File: src/rtl/la_iopwrseq.sv
`default_nettype none
// ============================================================================
// la_iopwrseq : IO-ring supply sequencer, ordered power-up / reverse power-down
// Revision    : 1.0
// ============================================================================
module la_iopwrseq #(
   parameter int N        = 3,
   parameter     SIDE     = "NO",
   parameter int CW       = 8,
   parameter int DELAY    = 4,
   parameter int DEBOUNCE = 2,
   parameter int TIMEOUT  = 16
) (
   input  logic                               clk,
   input  logic                               reset,
   input  logic                               start_i,
   input  logic                               stop_i,
   input  logic [N-1:0]                       pgood_i,
   output logic [N-1:0]                       en_o,
   output logic [2:0]                         state_o,
   output logic                               busy_o,
   output logic                               done_o,
   output logic                               fault_o,
   output logic [((N > 1) ? $clog2(N) : 1)-1:0] fault_idx_o
);

   localparam int IW = (N > 1) ? $clog2(N) : 1;

   typedef enum logic [2:0] {
      S_IDLE   = 3'd0,
      S_RAMP   = 3'd1,
      S_SETTLE = 3'd2,
      S_ON     = 3'd3,
      S_DOWN   = 3'd4,
      S_FAULT  = 3'd5
   } state_t;

   state_t              state_q, state_d;
   logic [IW-1:0]       idx_q, idx_d;
   logic [IW-1:0]       fidx_q, fidx_d;
   logic [CW-1:0]       cnt_q, cnt_d;
   logic [N-1:0]        en_q, en_d;
   logic                busy_q, done_q, fault_q;

   logic [N-1:0]        sync1_q, pgood_s_q;
   logic [N-1:0]        last_q;
   logic [N-1:0][CW-1:0] run_q, run_d;
   logic [N-1:0]        deb_hi, deb_lo;
   logic                bo_hit;
   logic [IW-1:0]       bo_idx;

   // Per-channel run-length of the current synced level, saturating at DEBOUNCE
   always_comb begin
      run_d  = run_q;
      deb_hi = '0;
      deb_lo = '0;
      for (int i = 0; i < N; i++) begin
         if (pgood_s_q[i] != last_q[i]) begin
            run_d[i] = CW'(1);
         end else if (run_q[i] == CW'(DEBOUNCE)) begin
            run_d[i] = run_q[i];
         end else begin
            run_d[i] = run_q[i] + CW'(1);
         end
         deb_hi[i] = pgood_s_q[i] & (run_d[i] == CW'(DEBOUNCE));
         deb_lo[i] = ~pgood_s_q[i] & (run_d[i] == CW'(DEBOUNCE));
      end
   end

   always_comb begin
      bo_hit = 1'b0;
      bo_idx = '0;
      for (int i = N - 1; i >= 0; i--) begin
         if (en_q[i] && deb_lo[i]) begin
            bo_hit = 1'b1;
            bo_idx = IW'(i);
         end
      end
   end

   always_comb begin
      state_d = state_q;
      idx_d   = idx_q;
      fidx_d  = fidx_q;
      cnt_d   = cnt_q + CW'(1);
      en_d    = en_q;
      case (state_q)
         S_IDLE: begin
            cnt_d = '0;
            if (!stop_i && start_i) begin
               state_d  = S_RAMP;
               idx_d    = '0;
               en_d     = '0;
               en_d[0]  = 1'b1;
            end
         end
         S_RAMP: begin
            if (stop_i) begin
               state_d     = S_DOWN;
               en_d[idx_q] = 1'b0;
               cnt_d       = '0;
            end else if (cnt_q == CW'(TIMEOUT - 1)) begin
               state_d = S_FAULT;
               en_d    = '0;
               fidx_d  = idx_q;
               cnt_d   = '0;
            end else if (deb_hi[idx_q]) begin
               cnt_d   = '0;
               state_d = (idx_q == IW'(N - 1)) ? S_ON : S_SETTLE;
            end
         end
         S_SETTLE: begin
            if (stop_i) begin
               state_d     = S_DOWN;
               en_d[idx_q] = 1'b0;
               cnt_d       = '0;
            end else if (cnt_q == CW'(DELAY - 1)) begin
               state_d     = S_RAMP;
               idx_d       = idx_q + IW'(1);
               en_d[idx_d] = 1'b1;
               cnt_d       = '0;
            end
         end
         S_ON: begin
            cnt_d = '0;
            if (stop_i) begin
               state_d     = S_DOWN;
               en_d[idx_q] = 1'b0;
            end else if (bo_hit) begin
               state_d = S_FAULT;
               en_d    = '0;
               fidx_d  = bo_idx;
            end
         end
         S_DOWN: begin
            // After channel 0 is cleared, one more DELAY elapses before IDLE
            if (cnt_q == CW'(DELAY - 1)) begin
               cnt_d = '0;
               if (idx_q == '0) begin
                  state_d = S_IDLE;
               end else begin
                  idx_d       = idx_q - IW'(1);
                  en_d[idx_d] = 1'b0;
               end
            end
         end
         S_FAULT: begin
            cnt_d = '0;
            en_d  = '0;
            if (stop_i) begin
               state_d = S_IDLE;
               idx_d   = '0;
            end
         end
         default: begin
            state_d = S_IDLE;
            idx_d   = '0;
            cnt_d   = '0;
            en_d    = '0;
         end
      endcase
   end

   always_ff @(posedge clk) begin
      if (reset) begin
         sync1_q   <= '0;
         pgood_s_q <= '0;
         last_q    <= '0;
         run_q     <= '0;
         state_q   <= S_IDLE;
         idx_q     <= '0;
         fidx_q    <= '0;
         cnt_q     <= '0;
         en_q      <= '0;
         busy_q    <= 1'b0;
         done_q    <= 1'b0;
         fault_q   <= 1'b0;
      end else begin
         sync1_q   <= pgood_i;
         pgood_s_q <= sync1_q;
         last_q    <= pgood_s_q;
         run_q     <= run_d;
         state_q   <= state_d;
         idx_q     <= idx_d;
         fidx_q    <= fidx_d;
         cnt_q     <= cnt_d;
         en_q      <= en_d;
         busy_q    <= (state_d == S_RAMP) || (state_d == S_SETTLE) || (state_d == S_DOWN);
         done_q    <= (state_d == S_ON);
         fault_q   <= (state_d == S_FAULT);
      end
   end

   assign en_o        = en_q;
   assign state_o     = state_q;
   assign busy_o      = busy_q;
   assign done_o      = done_q;
   assign fault_o     = fault_q;
   assign fault_idx_o = fidx_q;

endmodule
`default_nettype wire
File: config.mk
export PLATFORM = sky130hd
export DESIGN_NAME = la_iopwrseq
export DESIGN_NICKNAME = d
export VERILOG_FILES = /design/src/rtl/la_iopwrseq.sv
export SDC_FILE = /design/constraint.sdc
export NUM_CORES = 1
export LEC_CHECK = 0
export BUFFER_PORTS_ARGS = -buffer_cell sky130_fd_sc_hd__buf_2
export CAP_MARGIN = 5
export CELL_PAD_IN_SITES_DETAIL_PLACEMENT = 1
export CELL_PAD_IN_SITES_GLOBAL_PLACEMENT = 1
export CORE_AREA = 2 2 83 101
export DETAILED_ROUTE_END_ITERATION = 10
export DIE_AREA = 0 0 85 103
export PLACE_DENSITY = 0.76
export SETUP_SLACK_MARGIN = 0.05
export SYNTH_ARGS = -nofsm -noshare
export SYNTH_HDL_FRONTEND = slang
export SYNTH_SLANG_ARGS = --single-unit
File: constraint.sdc
create_clock -name clk -period 4.3 [get_ports clk]
set_clock_uncertainty 0.15 [all_clocks]
set_input_delay 0.43 -clock clk [delete_from_list [all_inputs] [get_ports clk]]
set_output_delay 0.43 -clock clk [all_outputs]
set_load 0.05 [all_outputs]
# After elaboration in Yosys (flattened, before gate mapping)
# Index checks and enable logic that the tools add are counted.
# W data, S select, Z words.
# op_classes
n_reduce_logical	17
magnitude_cmp	6
add_sub_neg	6
mul	0
eq_ne	35
n_shift	0
div	0
bitwise	15
muxes	61
# ops
op	n
$mux W8	11
$mux W3	20
$eq A8 B2 Y1 const B	7
$add A8 B1 Y8 const B	4
$mux W2	13
$pmux W8 S3	1
$ne A2 B2 Y1 const B	10
$pmux W3 S6	1
$pmux W3 S5	1
$eq A3 B2 Y1 const B	4
$eq A3 B3 Y1 const B	4
$pmux W2 S5	1
$lt A2 B3 Y1 const B	3
$ne A3 B3 Y1 const B	3
$eq A8 B4 Y1 const B	1
$mux W1	8
$logic_and A1 B1 Y1	7
$reduce_and A7 Y1	1
$and A1 B1 Y1	6
$and A3 B3 Y3	2
$demux W1 S2	3
$eq A3 B1 Y1 const B	2
$ge A2 B1 Y1 const B	3
$not A3 Y3	2
16 further kinds	22
# word_totals
n_memories	0
ram_bits	0
inputBits	7
regBits	54
mem_bits_ro	0
latch_bits	0
out_inout_bits	11

# Longest topological paths before layout
# depth
word_depth	15
depth_mapped	12
mapped_depth_nobuf	10

# Worst setup path before layout
# No wires, ideal clock.
# synth_path
path_kind	register -> register
from	register run_q[0] in the netlist's numbering
to	register busy_q (netlist: busy_o)
path_slack_ns	1.242
t_required_ns	4.078
period_less_slack_ns	3.058
setup_time_ns	0.072
path_stages_with_launch	13
t_arrival_ns	2.836
path_buffers	2
path_cell_list	dfxtp_1 -> clkbuf_1 -> inv_1 -> ha_1 -> or4b_4 -> or2_2 -> clkbuf_1 -> a41oi_1 -> nor4_1 -> a211oi_1 -> mux2_2 -> or3_4 -> mux2i_1
# synth_via
elab_chain_len	14
word_cells_on_any_way	22
# synth_lines
element	line_no	source
from (decl)	47	logic [N-1:0][CW-1:0] run_q, run_d;
from (signal assigned)	182	run_q <= run_d;
$add A8 B1 Y8 or $eq A8 B2 Y1 (tied branches)	63, 60	
$mux W8 *	60	end else if (run_q[i] == CW'(DEBOUNCE)) begin
$mux W8 *	58	if (pgood_s_q[i] != last_q[i]) begin
$eq A8 B2 Y1 *	65, 66	
$and A1 B1 Y1	65	deb_hi[i] = pgood_s_q[i] & (run_d[i] == CW'(DEBOUNCE));
$bmux W1 S2	107	end else if (deb_hi[idx_q]) begin
$mux W1 (not written as such)	107	
$mux W3	107	
$mux W3	102	end else if (cnt_q == CW'(TIMEOUT - 1)) begin
$mux W3	98	if (stop_i) begin
$pmux W3 S6 *	87	case (state_q)
$eq A3 B1 Y1 or $eq A3 B2 Y1 (tied branches)	188	busy_q <= (state_d == S_RAMP) || (state_d == S_SETTLE) || (state_d == S_DOWN);
$logic_or A1 B1 Y1	188	
$logic_or A1 B1 Y1 *	188	
to (signal assigned)	188	
to (decl)	43	logic busy_q, done_q, fault_q;
# Mark *: on every way between the ends. The rest lies on a longest branch, timed or not. The select of a mux whose other input is x is not followed.
# A chain may end at the register's enable or synchronous reset.

# Final worst setup path
# layout_path
from	register run_q[1] in the netlist's numbering
to	register busy_q (netlist: busy_o)
# Same word-level chain as after synthesis.

==> metrics.txt <==
Logic pwr share about 22%; worst hold path class primary input to register; synthesized area 3040 um^2; Sequential Area about 1100 um^2; syn_nets 399; Synth cell types 56; Req. time, crit path 4.39 ns; TritonCTS Buffers 5; Tcrit/Tclk final 75.4%; n_diodes 0; post-place instance area 3180 um^2; fraction of registers with async set/reset 0%; count leader, synth dfxtp_1; vias in the first global route ~2800; die area 8760 um^2; largest net degree at the start of global routing 26; Worst setup EP type register; Synthesis Warnings 0; sequential share of the synthesized area 35.6%; Remaining DRCs 0; Post-Route WL 7250 um; RSZ-0062 raised after global routing no; critical path's slowest cell nor4_1; Layout Nets 408; Peak VDD IR 0.160 mV; later-pin clock latency in the skew report 0.31 ns; Slew Limit Headroom ~53%; top_reg_cell synth dfxtp_1; flops & latches, synth 54; Final Slew Violations 0; port bufs 17; arrival time worst endpoint 3.34 ns; Avg Cell Area, Syn 7.97 um^2; CTS root buffer clkbuf_8; post-placement cell count 478; Rows 36; TritonCTS sink count 54; hold_buf cts 0; Layout area overhead 8.20%; core area 7880 um^2; Worst path top cell family by delay simple AND/OR/NAND/NOR gates; Setup violations, final 0; CP Max Fanout 9; via count 2671; multi-input combinational cell area 1830 um^2; sw frac a little under a third; Die X 85 um; global-route wire length before repair 12700 um; clock power share between 20 and 30%; Internal 821 uW; antenna-violating nets left 0; worst slack, placed 1.08 ns; Die Ht 103 um; Slew @ Worst Pin 0.697 ns; Crit Path Category register to register; status finished clean; post-synth top area share 35.6%; PwrDens 365 nW/um^2; fin util between 40% and 50%; RD Place Congestion between 0.8 and 0.9; Bufs on Longest Clock Path 2; Switching Power 377 uW; post-CTS setup buffers 0; share of cells above drive strength 1 9.46%; post-DP HPWL around 5500 um; First-pass DRT Iterations 4; initial antenna violation count 0; post-route setup slack 1.06 ns; I/O pins 18; total negative slack 0 ns; Leak approximately 0.0013 uW; Hold Fails Final Rpt 0; CTS tree done; Critical Path Start Type register; H-Tree Depth 2; Tot GR Track Use 17.6%; design area 3290 um^2; Synth area leader dfxtp_1; Routed WL per cell 14.9 um; final non-filler cell total 486; Clock Pin Slew Worst Setup and Hold Paths 0.10 ns; vias per cell 5.50; Max-cap violations 0; Initial Util 38.5%; CP peak stage delay ~0.58 ns; critical-path cell list ha_1 > or4b_4 > nor3_1 > a41oi_1 > nor4_1 > a211oi_1 > mux2_2 > or3_4 > mux2i_1; sequential power share 49.0%; post-CTS sizing 0; Post-synth EDFFs 0; Bufs and invs on worst path 0; Max Clk Rate 0.308 GHz; drt initial violations 79; Synth Instances between 300 and 400; synth cell count leaders dfxtp_1, nor2_1, a21oi_1; minimum clock period ~3.2 ns; largest cells by area after synthesis dfxtp_1, nor2_1, a21oi_1; GR Overflow Total 0; Fillers 975
power by group through the flow:
stage / Clock, uW / Sequential [uW] / Combinational [uW]
final: 345 / 587 / 265
after CTS: 358 / 586 / 267
after detailed placement: 0 / 598 / 266
after global routing: 375 / 594 / 304
after global placement: 0 / 593 / 257
after floorplan: 0 / 581 / 228
state kept, by name, indices dropped and copies added, names as in the netlist:
register and count:
pgood_s_q 3, cnt_q 8, run_q 24, last_q 3, fault_idx_o 2, done_o 1
sync1_q 3, idx_q 2, state_o 3, busy_o 1, en_o 3, fault_o 1
worst paths after layout:
path                              start                       to  slack [ns]  cells after the start
setup / recovery    run_q[1]$_SDFF_PP0_        busy_o$_SDFF_PP0_        1.06                      9
hold reg to reg   sync1_q[0]$_SDFF_PP0_  pgood_s_q[0]$_SDFF_PP0_        0.30                      1
hold / removal               pgood_i[1]    sync1_q[1]$_SDFF_PP0_        0.17                      2
setup reg to reg    run_q[1]$_SDFF_PP0_        busy_o$_SDFF_PP0_        1.06                      9
per-stage QoR:
step                      total power, uW  hold slack, ns
after floorplan                       809           0.264
after global placement                851           0.269
after detailed placement              864           0.284
after CTS                            1210           0.165
after global routing                 1270           0.169
final                                1200           0.171
cell usage in the layout (no fill, tap or decap), types with 2 or more instances in the layout:
master / n
a31oi_1: 4
nor3_1: 9
a211oi_1: 7
o21a_1: 2
nand3_1: 21
clkbuf_8: 5
a2111oi_0: 2
nand3b_1: 3
a21oi_1: 32
buf_2: 17
or3_4: 2
and2_1: 9
a41oi_1: 2
ha_1: 11
nand2_1: 31
nor3b_1: 2
o21ai_0: 14
or3_1: 6
xnor2_1: 16
nand4_1: 6
nor2b_1: 11
o22ai_1: 6
mux2i_1: 2
and3_1: 3
a211o_1: 3
nor4_1: 4
inv_1: 17
xor2_1: 13
o22a_1: 2
dfxtp_1: 54
nor2_1: 49
final cells by class:
class	count	share of cell area, %
Inverter	17	1.94
Clock buffer	6	2.21
Multi-Input combinational cell	295	55.6
Clock inverter	2	1.14
Tap cell	95	3.62
Sequential cell	54	32.9
Timing Repair Buffer	17	2.59
routing by layer:
| metal | up-vias | GRT usage (%) | wire length [um] |
|---|---|---|---|
| li1 | 1361 | - | - |
| met2 | 27 | 32.7 | 3610 |
| met4 | 0 | 5.25 | 112 |
| met5 | - | 0 | 0 |
| met1 | 1273 | 21.4 | 3390 |
| met3 | 10 | 2.08 | 133 |
kinds of logic (layout without fill, tap and decap cells):
group / count (synthesis) / in the layout / share of synthesized area, %
buffers and inverters: 32 / 42 / 4.24
adders and majority gates: 11 / 11 / 4.53
and+or+nand+nor: 166 / 166 / 28.1
DFF: 54 / 54 / 35.6
AOI/OAI and AO/OA: 86 / 86 / 18.2
xor gates and xnor gates: 29 / 29 / 8.36
muxes: 3 / 3 / 1.03
Note: power is estimated with default switching activity, not from simulation.
